===== src/rtl/sweep_pkg.sv =====
// Shared types and constants for the truth-table sweeper.
// Vector order is z-major, then x, then y.
package sweep_pkg;

    localparam int NUM_VECTORS = 8;
    localparam int IDX_W       = 3;

    typedef enum logic [1:0] {
        IDLE  = 2'd0,
        DRIVE = 2'd1,
        DONE  = 2'd2
    } state_t;

    // Returns {x, y, z} for a vector index laid out as {z, x, y}.
    function automatic logic [2:0] vec_to_xyz(input logic [IDX_W-1:0] idx);
        return {idx[1], idx[0], idx[2]};
    endfunction

endpackage


===== src/rtl/hold_counter.sv =====
// Per-vector hold timer: counts 0..HOLD_CYCLES-1 while enabled, wraps on terminal count.
// clr has priority over en and reloads zero.
module hold_counter #(
    parameter int unsigned HOLD_CYCLES = 10
) (
    input  logic clk,
    input  logic rst_n,
    input  logic clr,
    input  logic en,
    output logic tc
);

    localparam int CW = $clog2(HOLD_CYCLES + 1);
    localparam logic [CW-1:0] TC_VAL = CW'(HOLD_CYCLES - 1);

    logic [CW-1:0] cnt_q;

    always_ff @(posedge clk or negedge rst_n) begin
        if (!rst_n) begin
            cnt_q <= '0;
        end else if (clr) begin
            cnt_q <= '0;
        end else if (en) begin
            cnt_q <= tc ? '0 : cnt_q + CW'(1);
        end
    end

    assign tc = (cnt_q == TC_VAL);

endmodule


===== src/rtl/truth_table_sweeper.sv =====
// Drives a 3-input function block through all 8 vectors and captures its truth table.
// Optional golden-table comparator enabled by defining SWEEP_COMPARE_EN.
//
// state | meaning
// IDLE  | waiting for start after reset
// DRIVE | sweeping vectors, capturing on the last hold cycle of each
// DONE  | table complete, vector 7 held, start re-sweeps
module truth_table_sweeper
    import sweep_pkg::*;
#(
    parameter int unsigned HOLD_CYCLES    = 10,
    parameter logic [7:0]  EXPECTED_TABLE = 8'h00
) (
    input  logic                   clk,
    input  logic                   rst_n,
    input  logic                   start,
    output logic                   x,
    output logic                   y,
    output logic                   z,
    input  logic                   dut_out,
    output logic [IDX_W-1:0]       vec_idx,
    output logic                   busy,
    output logic                   done,
    output logic [NUM_VECTORS-1:0] table_out,
    output logic                   mismatch
);

    state_t                 state_q, state_d;
    logic [IDX_W-1:0]       vec_d;
    logic [NUM_VECTORS-1:0] table_d;
    logic [2:0]             xyz_d;
    logic                   cnt_clr, cnt_en, cnt_tc;

    hold_counter #(
        .HOLD_CYCLES (HOLD_CYCLES)
    ) u_hold (
        .clk   (clk),
        .rst_n (rst_n),
        .clr   (cnt_clr),
        .en    (cnt_en),
        .tc    (cnt_tc)
    );

    always_comb begin
        state_d = state_q;
        vec_d   = vec_idx;
        table_d = table_out;
        cnt_clr = 1'b0;
        cnt_en  = 1'b0;
        case (state_q)
            IDLE, DONE: begin
                if (start) begin
                    state_d = DRIVE;
                    vec_d   = '0;
                    table_d = '0;
                    cnt_clr = 1'b1;
                end
            end
            DRIVE: begin
                cnt_en = 1'b1;
                if (cnt_tc) begin
                    table_d[vec_idx] = dut_out;
                    if (vec_idx == IDX_W'(NUM_VECTORS - 1)) begin
                        state_d = DONE;
                    end else begin
                        vec_d = vec_idx + IDX_W'(1);
                    end
                end
            end
            default: state_d = IDLE;
        endcase
        xyz_d = vec_to_xyz(vec_d);
    end

    // Outputs load from next-state values so they stay aligned with vec_idx and state.
    always_ff @(posedge clk or negedge rst_n) begin
        if (!rst_n) begin
            state_q   <= IDLE;
            vec_idx   <= '0;
            table_out <= '0;
            x         <= 1'b0;
            y         <= 1'b0;
            z         <= 1'b0;
            busy      <= 1'b0;
            done      <= 1'b0;
        end else begin
            state_q   <= state_d;
            vec_idx   <= vec_d;
            table_out <= table_d;
            x         <= xyz_d[2];
            y         <= xyz_d[1];
            z         <= xyz_d[0];
            busy      <= (state_d == DRIVE);
            done      <= (state_d == DONE);
        end
    end

`ifdef SWEEP_COMPARE_EN
    logic mismatch_q;

    always_ff @(posedge clk or negedge rst_n) begin
        if (!rst_n) begin
            mismatch_q <= 1'b0;
        end else begin
            mismatch_q <= (state_d == DONE) && (table_d != EXPECTED_TABLE);
        end
    end

    assign mismatch = mismatch_q;
`else
    logic unused_expected;
    assign unused_expected = ^EXPECTED_TABLE;
    assign mismatch        = 1'b0;
`endif

endmodule


===== config.mk =====
export PLATFORM = sky130hd
export DESIGN_NAME = truth_table_sweeper
export DESIGN_NICKNAME = d
export VERILOG_FILES = /design/src/rtl/sweep_pkg.sv /design/src/rtl/hold_counter.sv /design/src/rtl/truth_table_sweeper.sv
export SDC_FILE = /design/constraint.sdc
export NUM_CORES = 1
export LEC_CHECK = 0
export ABC_AREA = 1
export BUFFER_PORTS_ARGS = -buffer_cell sky130_fd_sc_hd__buf_2
export CAP_MARGIN = 20
export CORE_ASPECT_RATIO = 1.25
export CORE_UTILIZATION = 30
export CTS_CLUSTER_DIAMETER = 120
export DETAILED_ROUTE_END_ITERATION = 8
export GPL_TIMING_DRIVEN = 0
export PLACE_DENSITY_LB_ADDON = 0.1
export SLEW_MARGIN = 10
export SYNTH_ARGS = -nofsm -noshare
export SYNTH_HDL_FRONTEND = slang
export SYNTH_SLANG_ARGS = --single-unit

===== constraint.sdc =====
create_clock -name clk -period 3.3 [get_ports clk]
set_input_delay 0.33 -clock clk [delete_from_list [all_inputs] [get_ports clk]]
set_output_delay 0.33 -clock clk [all_outputs]
set_load 0.02 [all_outputs]

* After elaboration in Yosys (flattened, before gate mapping)
Index checks and enable logic that the tools add are counted.
** Cells by class
- Add/sub/neg operators :: 2
- Magnitude comparators :: 2
- Eq/ne operators :: 8
- Mux-type cells :: 20
- Reduce and logical (&&, ||, !) cells :: 6
** Operators with widths (count)
- 2-to-1 mux 8 bit :: 2
- case mux 8 bit (2 select lines) :: 1
- 2-to-1 mux 4 bit :: 3
- 2-to-1 mux 3 bit :: 3
- bitwise mux 8 bit :: 1
- 2-to-1 mux 2 bit :: 3
- case mux 3 bit (2 select lines) :: 1
- adder 4 x 1 -> 4 bit (second input constant) :: 1
- == test 2 x 1 -> 1 bit (second input constant) :: 2
- == test 2 bit (second input constant) :: 2
- == test 4 bit (second input constant) :: 1
- < comparator 3 x 4 -> 1 bit (second input constant) :: 1
- 2-to-1 mux 1 bit :: 4
- case mux 2 bit (2 select lines) :: 1
- nonzero test 2 bit :: 2
- adder 3 x 1 -> 3 bit (second input constant) :: 1
- demux 1 bit (select 3 bit) :: 1
- == test 3 bit (second input constant) :: 1
- greater-or-equal comparator 3 x 1 -> 1 bit (second input constant) :: 1
- AND reduction 3 bit :: 1
- zero test 2 bit :: 1
- inequality test 2 x 1 -> 1 bit (second input constant) :: 1
- inequality test 2 bit (second input constant) :: 1
- OR reduction 2 bit :: 1
- logical AND 1 bit :: 1
** Word-level totals
- Register bits :: 22
- Output and inout bits :: 17
- Logic and storage cells :: 47

* Depth between registers and ports, before layout
- Depth in word-level cells :: 7
- Mapped depth :: 10
- Gate-level depth less buffers :: 9

* Hierarchy
A second synthesis with hierarchy kept.
** Unflattened totals
- Cell total of the unflattened synthesis :: 145
- Area total of the unflattened synthesis :: 1073.5 um2
** By module, submodules not included
- truth_table_sweeper :: times used 1, cells each 106, area each 807.0 um2
- hold_counter :: times used 1, cells each 39, area each 266.5 um2

* Worst setup path before layout
Ideal clock, no wire load.
- Path type :: register -> register
- Start :: register u_hold.cnt_q[1]
- End :: register table_out[0]
- Library setup time :: 117 ps
- Data arrival time :: 1174 ps
- Required time :: 3183 ps
- Slack :: 2009 ps
- Cell stages (with the launch flop) :: 11
- Buffers on the path :: 1
- Clock period less this slack :: 1291 ps
- Cells stage by stage :: dfrtp_1 -> inv_1 -> ha_1 -> nand2_2 -> nor2_4 -> nand2_2 -> nand2_4 -> buf_8 -> nand2_2 -> nand2_1 -> nand2_1
** On the way
- Word-level cells in the longest chain between the ends :: 3
** RTL lines
- from (decl) :: RTL line hold_counter.sv:16 : logic [CW-1:0] cnt_q;
- from (signal assigned) :: RTL line hold_counter.sv:24 : cnt_q <= tc ? '0 : cnt_q + CW'(1);
- == test 4 bit :: RTL line hold_counter.sv:28 : assign tc = (cnt_q == TC_VAL);
- inequality test 2 x 1 -> 1 bit (no line)
- AND reduction 3 bit (no line)
- to (signal assigned) :: RTL line truth_table_sweeper.sv:89 : table_out <= table_d;
- to (decl) :: RTL line truth_table_sweeper.sv:24 : output logic [NUM_VECTORS-1:0] table_out,
No other way between the ends.
A chain may end at the register's enable or synchronous reset.

* Worst setup path after layout
Ends and elaborated chain as after synthesis.

==> key figures <==
CTS
  – Sink Count: 19
  – H-tree Lvls: 1
  – Root Driver: clkbuf_8
  – Postcts setup bufs: 0
  – Clock slew at reported path FFs: around 0.07 ns
  – Num CTS Buffers: 3
  – # hold bufs at CTS: 0
  – Clk Latency, worst-skew pair: between 0.2 and 0.3 ns
  – CTS tree: built
  – CTS resizes: 0
  – CTS Buffer Depth: 2

Pwr
  – Reg power frac: between 30 and 40%
  – Switching part of the total: 45.6%
  – Comb power frac: approximately half
  – Power per cell area: between 800 and 900 nW/µm²
  – Leakage power: approximately 0.78 nW
  – Total power: roughly 0.0011 W
  – Worst IR Drop VDD: ~0.44 mV
  – Net Switching: a little over 0.0005 W
  – P_int: about 0.0006 W
  – Clock Power Share: 14.2%

Layout
  – Share of layout cells above drive strength 1: around a quarter
  – Diode count: 0
  – Post-route cell area: 1260 µm²
  – Commonest cells after routing, fill and taps aside: nand2_1 (50), nand3_1 (22), buf_2 (20), dfrtp_1 (19), inv_1 (18)
  – Layout area overhead: 17.3%
  – Leading cell type in the layout, fill and taps excluded: nand2_1
  – Final nets: between 150 and 200
  – Final Util: between 30% and 40%

Floorplanning
  – CORE AREA: roughly 3300 µm²
  – Chip width: approximately 56 µm
  – # rows: 23
  – Starting Density: 32.5%
  – Die ar.: approximately 3800 µm²
  – Height of the die: 69.0 µm
  – Io pins: 21

Hold path
  – Hold Crit Class: in2async

Logic synthesis
  – Register area share after synthesis: ~44%
  – Synth Area in Compound Gates: under 10%
  – Post-synthesis adder-cell area fraction: between 3 and 4%
  – Seq cells post-synth: 19
  – Top post-synthesis cells by area: dfrtp_1 (44%), nand2_1 (17%), nand3_1 (10%), inv_1 (6.3%), ha_1 (3.5%)
  – Post-synthesis instance total: 140
  – Post-Syn Area: 1080 µm²
  – Post-synth cell types: 19
  – Cell accounting for the most synthesized area: dfrtp_1
  – Largest family of logic cells by synthesized area: simple AND/OR/NAND/NOR gates
  – Post-Synth Simple-Gate Area: a little over a third
  – Synth Area per Inst: slightly below 8 µm²
  – Top-area cell type share of the netlist area: approximately 44%
  – XOR/XNOR Fraction of Synth Area: under 10%
  – Mux contribution to synthesized area: 0%
  – Syn nets: 147
  – Ys Warns: 0

STA
  – FMAX: ~700 MHz
  – Slew Viols, Final: 0
  – Clock skew: 0.00312 ns
  – Fin crit period: between 1 and 1.5 ns
  – Final Setup Violations: 0
  – Hold Fails Final Rpt: 0
  – RSZ-0062 raised after global routing: no
  – Setup TNS: 0 ns
  – Fin crit share: 43.4%

Global route
  – GRT Util Overall: 12.5%
  – Vias in the first global route: around 840
  – Largest net degree at the start of global routing: 20
  – Initial antenna violation count: 0
  – First-pass GRT wire length: ~3.7 mm
  – Grt total ovfl: 0

Routing
  – Vias per inst: 4.50
  – Vias: 900
  – Initial drt markers: 29
  – DR pass1 iterations: 4
  – Remaining DRCs: 0
  – Post-route ant nets: 0
  – Routed wire length: around 2.2 mm
  – Average wire per standard cell: 10.8 µm

Worst setup path
  – CP Launch Type: register
  – CP Launch Point: u_hold.cnt_q[1]
  – Setup CP Type: reg2reg
  – Worst Path Required: 3.45 ns
  – Reg2Reg Setup Slack: about 1.9 ns
  – Setup crit end kind: register
  – Worst path arrival time: roughly 1.6 ns
  – R2r startpoint: u_hold.cnt_q[1]
  – Crit-path max FO: 10
  – Worst r2r dst: table_out[0]
  – Reg2Reg Depth: 10
  – Setup crit end: table_out[0]

Placement
  – HPWL Detailed: approximately 1.6 mm
  – Port-buffer cells: 19
  – RD Place Congestion: 0.737
  – DP Area: roughly 1200 µm²

Flow run
  – MaxCap Viol Count: 0

Run status
  – Status: complete, no violations
==> per-layer routing <==
metal,GRT usage (%),routed length [µm]
met3,2.24,48
met1,13.6,980
met2,23.6,1100
met5,0,0
met4,6.56,36
==> cell usage after synthesis <==
| cell type | count |
|---|---|
| buf_2 | 1 |
| buf_4 | 4 |
| buf_8 | 1 |
| conb_1 | 1 |
| dfrtp_1 | 19 |
| ha_1 | 3 |
| inv_1 | 18 |
| inv_2 | 2 |
| nand2_1 | 50 |
| nand2_2 | 5 |
| nand2_4 | 2 |
| nand3_1 | 22 |
| nand3b_1 | 1 |
| nor2_1 | 2 |
| nor2_4 | 2 |
| o21ai_0 | 2 |
| o21ai_1 | 1 |
| o22ai_1 | 2 |
| xnor2_1 | 2 |
==> stage by stage <==
step                      hold WS (ns)  worst slack (ns)  cells
after floorplan                 0.0344              2.01    140
after global placement           0.301              1.90    196
after detailed placement         0.307              1.87    196
after CTS                       0.0304              1.85    200
after global routing            0.0532              1.74    200
final                           0.0144              1.87    200
==> final cells by class <==
type                       count  area [µm²]
fill                         363        2050
sequential                    19         475
multi-input combinational     95         475
timing repair buffer          19        95.1
inverter                      20        75.1
buffer                         6        50.0
tap                           37        46.3
clock buffer                   4        45.0
==> cell families after synthesis <==
logic type | after synthesis
XOR/XNOR | 2
flip-flops | 19
buffers and inverters | 26
AO/OA/AOI/OAI | 5
adder cells (fa/ha/maj) | 3
AND/OR/NAND/NOR | 84
other | 1
==> power by group through the flow <==
stage / Combinational, W / Clock [W] / Sequential [W]
5_1_grt: 0.000629 / 0.000177 / 0.000436
3_5_place_dp: 0.000561 / 0 / 0.000425
2_1_floorplan: 0.000349 / 0 / 0.000477
6_report: 0.000551 / 0.000161 / 0.000419
3_3_place_gp: 0.000553 / 0 / 0.000422
4_1_cts: 0.000562 / 0.000169 / 0.000421
==> critical path, cell delays in order, from the launching register on <==
cell and delay [ns]:
dfrtp_1 0.40, inv_1 0.08, ha_1 0.17, nand2_2 0.07, nor2_4 0.11, nand2_2 0.09, nand2_4 0.12, buf_8 0.14
nand2_2 0.05, nand2_1 0.05, nand2_1 0.05
==> worst min-delay path by stage <==
stage	slack [ns]	end	from
6_report	0.01	table_out[4]	rst_n
2_1_floorplan	0.03	busy	rst_n
3_5_place_dp	0.31	table_out[4]	rst_n
5_1_grt	0.05	table_out[6]	rst_n
4_1_cts	0.03	table_out[4]	rst_n
3_3_place_gp	0.30	table_out[4]	rst_n
==> registers in the layout, summed over array words and instances (netlist names) <==
name / count
table_out: 8
state_q: 2
busy: 1
done: 1
u_hold.cnt_q: 4
vec_idx: 3
(Power assumes the default switching activity.)
